===== src/rtl/sq_iter_ctrl.sv =====
// -----------------------------------------------------------------------------
// sq_iter_ctrl
//
// Sequencer for the modular-squaring loop. A single enable token walks the
// PIPE_DEPTH registered stages of the carry-save accumulation/reduction
// datapath. One full walk of the token is one squaring. The operand is loaded
// once from outside. After that, each squaring's result is fed back into stage 0
// until the programmed number of squarings has completed.
//
// Optional feature: define SQ_ITER_CHKPT_EN to add the chkpt output. That output
// pulses every 2^CHKPT_LOG2 completed squarings, so that external logic can
// snapshot the feedback operand.
//
// Ports:
//   clk          rising-edge clock
//   reset        synchronous, active-high reset
//   start        one-cycle run request, accepted only when idle
//   abort        cancels a run in progress (load or run phase)
//   iter_target  number of squarings, sampled on the accepted start
//   busy         high while the operand is loading or squarings are running
//   done         one-cycle completion pulse
//   sel_load     1: stage 0 takes the external operand, 0: feedback
//   stage_en     one-hot stage register enable
//   capture      latch the final result (with done, nonzero runs only)
//   iter_done    completed squarings in the current or last run
//   chkpt        checkpoint pulse (only with SQ_ITER_CHKPT_EN)
//
// PIPE_DEPTH must lie in 2..32.
// -----------------------------------------------------------------------------
module sq_iter_ctrl #(
  parameter int PIPE_DEPTH = 6,
  parameter int ITER_W     = 64
`ifdef SQ_ITER_CHKPT_EN
  ,
  parameter int CHKPT_LOG2 = 20
`endif
) (
  input  logic                  clk,
  input  logic                  reset,
  input  logic                  start,
  input  logic                  abort,
  input  logic [ITER_W-1:0]     iter_target,
  output logic                  busy,
  output logic                  done,
  output logic                  sel_load,
  output logic [PIPE_DEPTH-1:0] stage_en,
  output logic                  capture,
  output logic [ITER_W-1:0]     iter_done
`ifdef SQ_ITER_CHKPT_EN
  ,
  output logic                  chkpt
`endif
);

  typedef enum logic [1:0] {
    ST_IDLE = 2'd0,
    ST_LOAD = 2'd1,
    ST_RUN  = 2'd2,
    ST_FIN  = 2'd3
  } state_t;

  localparam logic [PIPE_DEPTH-1:0] STAGE0 = {{(PIPE_DEPTH-1){1'b0}}, 1'b1};
  localparam logic [PIPE_DEPTH-1:0] NONE   = {PIPE_DEPTH{1'b0}};

  state_t                  state_q, state_d;
  logic [ITER_W-1:0]       target_q, target_d;
  logic [ITER_W-1:0]       iter_done_q, iter_done_d;
  logic [PIPE_DEPTH-1:0]   stage_en_q, stage_en_d;
  logic                    busy_q, busy_d;
  logic                    done_q, done_d;
  logic                    sel_load_q, sel_load_d;
  logic                    capture_q, capture_d;
`ifdef SQ_ITER_CHKPT_EN
  logic                    chkpt_q, chkpt_d;
`endif

  logic [ITER_W-1:0]       iter_next_s;
  logic                    last_stage_s;
  logic                    final_iter_s;

  // The final squaring is detected by comparing the current count against
  // target-1. This is done before the increment, so a target of all-ones can
  // never make the counter wrap. In the run states the target is never zero.
  assign iter_next_s  = iter_done_q + {{(ITER_W-1){1'b0}}, 1'b1};
  assign last_stage_s = stage_en_q[PIPE_DEPTH-1];
  assign final_iter_s = (iter_done_q == (target_q - {{(ITER_W-1){1'b0}}, 1'b1}));

  // Next-state and next-output logic. Outputs are computed for the state being
  // entered, so that they register in the same cycle as that state.
  always_comb begin
    state_d     = state_q;
    target_d    = target_q;
    iter_done_d = iter_done_q;
    stage_en_d  = NONE;
    busy_d      = 1'b0;
    done_d      = 1'b0;
    sel_load_d  = 1'b0;
    capture_d   = 1'b0;
`ifdef SQ_ITER_CHKPT_EN
    chkpt_d     = 1'b0;
`endif
    case (state_q)
      ST_IDLE: begin
        if (start) begin
          iter_done_d = {ITER_W{1'b0}};
          if (iter_target != {ITER_W{1'b0}}) begin
            target_d   = iter_target;
            state_d    = ST_LOAD;
            stage_en_d = STAGE0;
            sel_load_d = 1'b1;
            busy_d     = 1'b1;
          end else begin
            // A zero-length run completes at once, with nothing to capture.
            state_d = ST_FIN;
            done_d  = 1'b1;
          end
        end else begin
          state_d = ST_IDLE;
        end
      end
      ST_LOAD, ST_RUN: begin
        if (abort) begin
          // Abort takes priority, even over the final squaring.
          state_d = ST_IDLE;
        end else if (last_stage_s) begin
          iter_done_d = iter_next_s;
          if (final_iter_s) begin
            state_d   = ST_FIN;
            done_d    = 1'b1;
            capture_d = 1'b1;
          end else begin
            // Feedback: the token re-enters stage 0 without a bubble.
            state_d    = ST_RUN;
            stage_en_d = STAGE0;
            busy_d     = 1'b1;
`ifdef SQ_ITER_CHKPT_EN
            chkpt_d    = (iter_next_s[CHKPT_LOG2-1:0] == {CHKPT_LOG2{1'b0}});
`endif
          end
        end else begin
          state_d    = ST_RUN;
          stage_en_d = {stage_en_q[PIPE_DEPTH-2:0], 1'b0};
          busy_d     = 1'b1;
        end
      end
      ST_FIN: begin
        state_d = ST_IDLE;
      end
      default: begin
        state_d = ST_IDLE;
      end
    endcase
  end

  // State and output registers, with synchronous reset.
  always_ff @(posedge clk) begin
    if (reset) begin
      state_q     <= ST_IDLE;
      target_q    <= {ITER_W{1'b0}};
      iter_done_q <= {ITER_W{1'b0}};
      stage_en_q  <= NONE;
      busy_q      <= 1'b0;
      done_q      <= 1'b0;
      sel_load_q  <= 1'b0;
      capture_q   <= 1'b0;
`ifdef SQ_ITER_CHKPT_EN
      chkpt_q     <= 1'b0;
`endif
    end else begin
      state_q     <= state_d;
      target_q    <= target_d;
      iter_done_q <= iter_done_d;
      stage_en_q  <= stage_en_d;
      busy_q      <= busy_d;
      done_q      <= done_d;
      sel_load_q  <= sel_load_d;
      capture_q   <= capture_d;
`ifdef SQ_ITER_CHKPT_EN
      chkpt_q     <= chkpt_d;
`endif
    end
  end

  assign busy      = busy_q;
  assign done      = done_q;
  assign sel_load  = sel_load_q;
  assign stage_en  = stage_en_q;
  assign capture   = capture_q;
  assign iter_done = iter_done_q;
`ifdef SQ_ITER_CHKPT_EN
  assign chkpt     = chkpt_q;
`endif

endmodule


===== config.mk =====
export PLATFORM = sky130hd
export DESIGN_NAME = sq_iter_ctrl
export DESIGN_NICKNAME = d
export VERILOG_FILES = /design/src/rtl/sq_iter_ctrl.sv
export SDC_FILE = /design/constraint.sdc
export NUM_CORES = 1
export LEC_CHECK = 0
export CAP_MARGIN = 0
export CORE_MARGIN = 2
export CORE_UTILIZATION = 40
export CTS_CLUSTER_SIZE = 12
export DETAILED_ROUTE_END_ITERATION = 10
export GPL_TIMING_DRIVEN = 0
export SETUP_SLACK_MARGIN = 0.3
export SYNTH_ARGS = -nofsm -noshare
export SYNTH_HDL_FRONTEND = slang
export SYNTH_SLANG_ARGS = --single-unit

===== constraint.sdc =====
create_clock -name clk -period 6.11 [get_ports clk]
set_input_delay 1.222 -clock clk [delete_from_list [all_inputs] [get_ports clk]]
set_output_delay 1.222 -clock clk [all_outputs]
set_load 0.005 [all_outputs]

==> impl_results.md <==
* CTS sink cnt at 140
* Final worst-path setup slack at 1.59 ns
* CP dominant cell by count: nor4_1
* Area leader, netlist: dfxtp_1
* Ratio of final minimum period to clock period at 0.740
* WP buf/inv at 1
* Pwr dens at 240 nW/um^2
* Antenna violations before repair at 0
* Worst EP required at 6.42 ns
* Post-synthesis xor/xnor area fraction at 0.147
* YS warnings at 0
* DR iter-0 viols at 549
* Slew HR at 0.231
* Antenna Cells at 0
* Total GRT Usage at 0.246
* Drt pass-1 iters at 5
* Ports at 142
* CP Launch Type: flip-flop
* Total Wirelength at 25.8 mm
* Final nets at 1209
* Vias in the first global route at 7289
* R2r startpoint: target_q[0]
* FF+latch count, synth at 140
* Largest family of logic cells by synthesized area: simple AND/OR/NAND/NOR gates
* Final Critical Period at 4.52 ns
* Pre-CTS setup slack at 1.26 ns
* Worst setup path startpoint: target_q[0]
* F_max at 0.221 GHz
* Syn_nets at 1049
* Placement Cell Area at 9700 sq um
* Post-synthesis cell area at 7950 sq um
* Initial core utilization at 0.408
* Die width at 145 um
* Worst path cell trace: inv_1 -> ha_1 -> nor4b_1 -> nand2_1 -> or4_1 -> nor4_1 -> mux2_1 -> nor4_1 -> and4_1 -> a31oi_1 -> o21a_1
* Synth top cells by count: 147 x nor2_1, 140 x dfxtp_1, 78 x xnor2_1
* Final instance area at 10300 sq um
* Share of layout cells above drive strength 1 at 0.0322
* DRC at 0
* R2R depth at 11
* H-tree Lvls at 4
* CTS buffer count at 17
* Pin count of the biggest net entering global routing at 17
* Post-synthesis sequential area ratio at 0.353
* First-pass GRT wire length at 40.9 mm
* Worst hold path type: flip-flop to flip-flop
* Post-DR wirelength/cell at 18.3 um
* Setup repair after global routing missed its margin: no
* Reg-to-Reg End: busy
* Peak supply drop at 0.193 mV
* Total number of vias at 7769
* Yosys top cell area share at 0.353
* Ys async rst share at 0
* Worst Path Arrival at 4.83 ns
* Setup TNS at 0 ns
* WS Path Type: flip-flop to flip-flop
* Delay-heaviest family, CP: simple AND/OR/NAND/NOR gates
* Mean Syn Cell Area at 8.14 sq um
* Root buffer cell: clkbuf_16
* Hpwl dp at 20.0 mm
* Compound-cell area share of the yosys netlist at 0.0806
* CTS tree: yes
* Mapped Cells at 977
* CTS max path bufs at 2
* Mux cell area share after synthesis at 0.0858
* Clk_skew at 0.00738 ns
* Cell Rows at 51
* Max cap viols at 0
* Synth Area in Simple Gates at 0.299
* Most frequent cell after synthesis: nor2_1
* Die ar. at 21000 sq um
* Leakage at 3.63 nW
* Critical path endpoint: busy
* Outcome: complete, no violations
* Top cells by area, synth: dfxtp_1 35%, xnor2_1 8.6%, mux2i_1 8.4%
* # Post-CTS Setup Buffers at 0
* Critical Path Max Stage Delay at 0.90 ns
* Area grow syn2layout at 29.9%
* Fin. Hold Viols at 0
* Cts hold-fix bufs at 0
* Crit path depth at 11
* Flop2flop setup slack at 1.59 ns
* Post-synth EDFFs at 0
* Chip height at 145 um
* Port Buffer Count at 141
* Clock transition time at the flip-flop clock pins of the worst setup and hold paths at 0.06 ns
* Critical-path top delay cell: nor4b_1
* Slew Viols, Final at 0
* Post-route ant nets at 0
* Total gr overflow at 0
* Routed vias/inst at 5.49
* Finish-stage setup viols at 0
* CTS resizes at 0
* Adder-Cell Fraction of Synth Area at 0.00630
* Synth unique cells at 52
* CP max FO at 9
* Crit path capture type: flip-flop
* Clock Latency Late Sink at 0.42 ns
* Core ar. at 19500 sq um
* Post-synth top flop: dfxtp_1
* Final Wtd Congestion at 0.896
* Slew @ Worst Pin at 1.15 ns
placed cells by master (no fill, tap or decap), types with 5 or more instances in the layout:
cell type	n
nor4_1	51
and4_1	5
clkdlybuf4s50_1	141
and3_1	17
nand3b_1	8
xnor2_1	78
or3_1	28
or4_1	8
o21ai_0	33
dfxtp_1	140
xor2_1	55
clkbuf_1	36
nor2b_1	5
clkbuf_16	17
nand2b_1	9
nor3b_1	6
inv_1	17
nand2_1	62
nor4b_1	6
a21oi_1	34
nor3_1	34
mux2i_1	67
nor2_1	147
a31oi_1	5
nand4_1	24
buf_1	6
and2_1	7
nand3_1	39
metal layers:
layer,vias up,global-route usage,routed length [um]
li1,3804,-,-
met3,42,0.0450,1490
met4,0,0.0827,746
met2,267,0.393,11800
met1,3656,0.334,11800
met5,-,0,0
power by group:
group	leakage (nW)	total, mW	internal (mW)	switching (mW)
clock	0.302	1.10	0.701	0.402
sequential	1.14	0.979	0.942	0.0371
combinational	2.19	0.390	0.165	0.225
through the flow:
stage,power [mW],util,cells,hold slack (ns)
2_1_floorplan,1.24,-,977,0.455
3_3_place_gp,1.38,0.498,1383,0.437
3_5_place_dp,1.38,0.498,1383,0.447
4_1_cts,2.48,0.530,1414,0.454
5_1_grt,2.57,0.530,1414,0.479
6_report,2.47,0.530,1414,0.452
state kept, by name, indices dropped and copies added (netlist names):
signal and cells:
busy 1, capture 1, done 1, iter_done 64, sel_load 1, stage_en 6, state_q 2, target_q 64
worst min-delay path by stage:
stage | startpoint | slack [ns] | cells past startpoint | endpoint
final | stage_en[4] | 0.45 | 1 | stage_en[5]
after global routing | stage_en[4] | 0.48 | 1 | stage_en[5]
after CTS | stage_en[4] | 0.45 | 1 | stage_en[5]
after detailed placement | stage_en[4] | 0.45 | 1 | stage_en[5]
after global placement | stage_en[3] | 0.44 | 1 | stage_en[4]
after floorplan | stage_en[1] | 0.45 | 1 | stage_en[2]
final cells by class:
| cell class | instances | area, sq um |
|---|---|---|
| Buffer | 44 | 169 |
| Clock buffer | 20 | 457 |
| Clock inverter | 11 | 168 |
| Fill cell | 1909 | 9140 |
| Inverter | 17 | 63.8 |
| Multi-Input combinational cell | 776 | 4920 |
| Sequential cell | 140 | 2800 |
| Tap cell | 265 | 332 |
| Timing Repair Buffer | 141 | 1410 |
cell families (layout without fill, tap and decap cells):
logic type,after synthesis,in the layout
AOI/OAI and AO/OA,106,106
xor gates and xnor gates,133,133
buffers and inverters,61,233
muxes,68,68
DFF,140,140
and+or+nand+nor,465,465
adders and majority gates,4,4
worst register-to-register path: stages (launching register included):
cell and delay [ns]:
dfxtp_1 0.38, inv_1 0.09, ha_1 0.15, nor4b_1 0.90
nand2_1 0.44, or4_1 0.74, nor4_1 0.32, mux2_1 0.39
nor4_1 0.34, and4_1 0.36, a31oi_1 0.12, o21a_1 0.19
No activity file was read; power rests on OpenSTA's default activity.
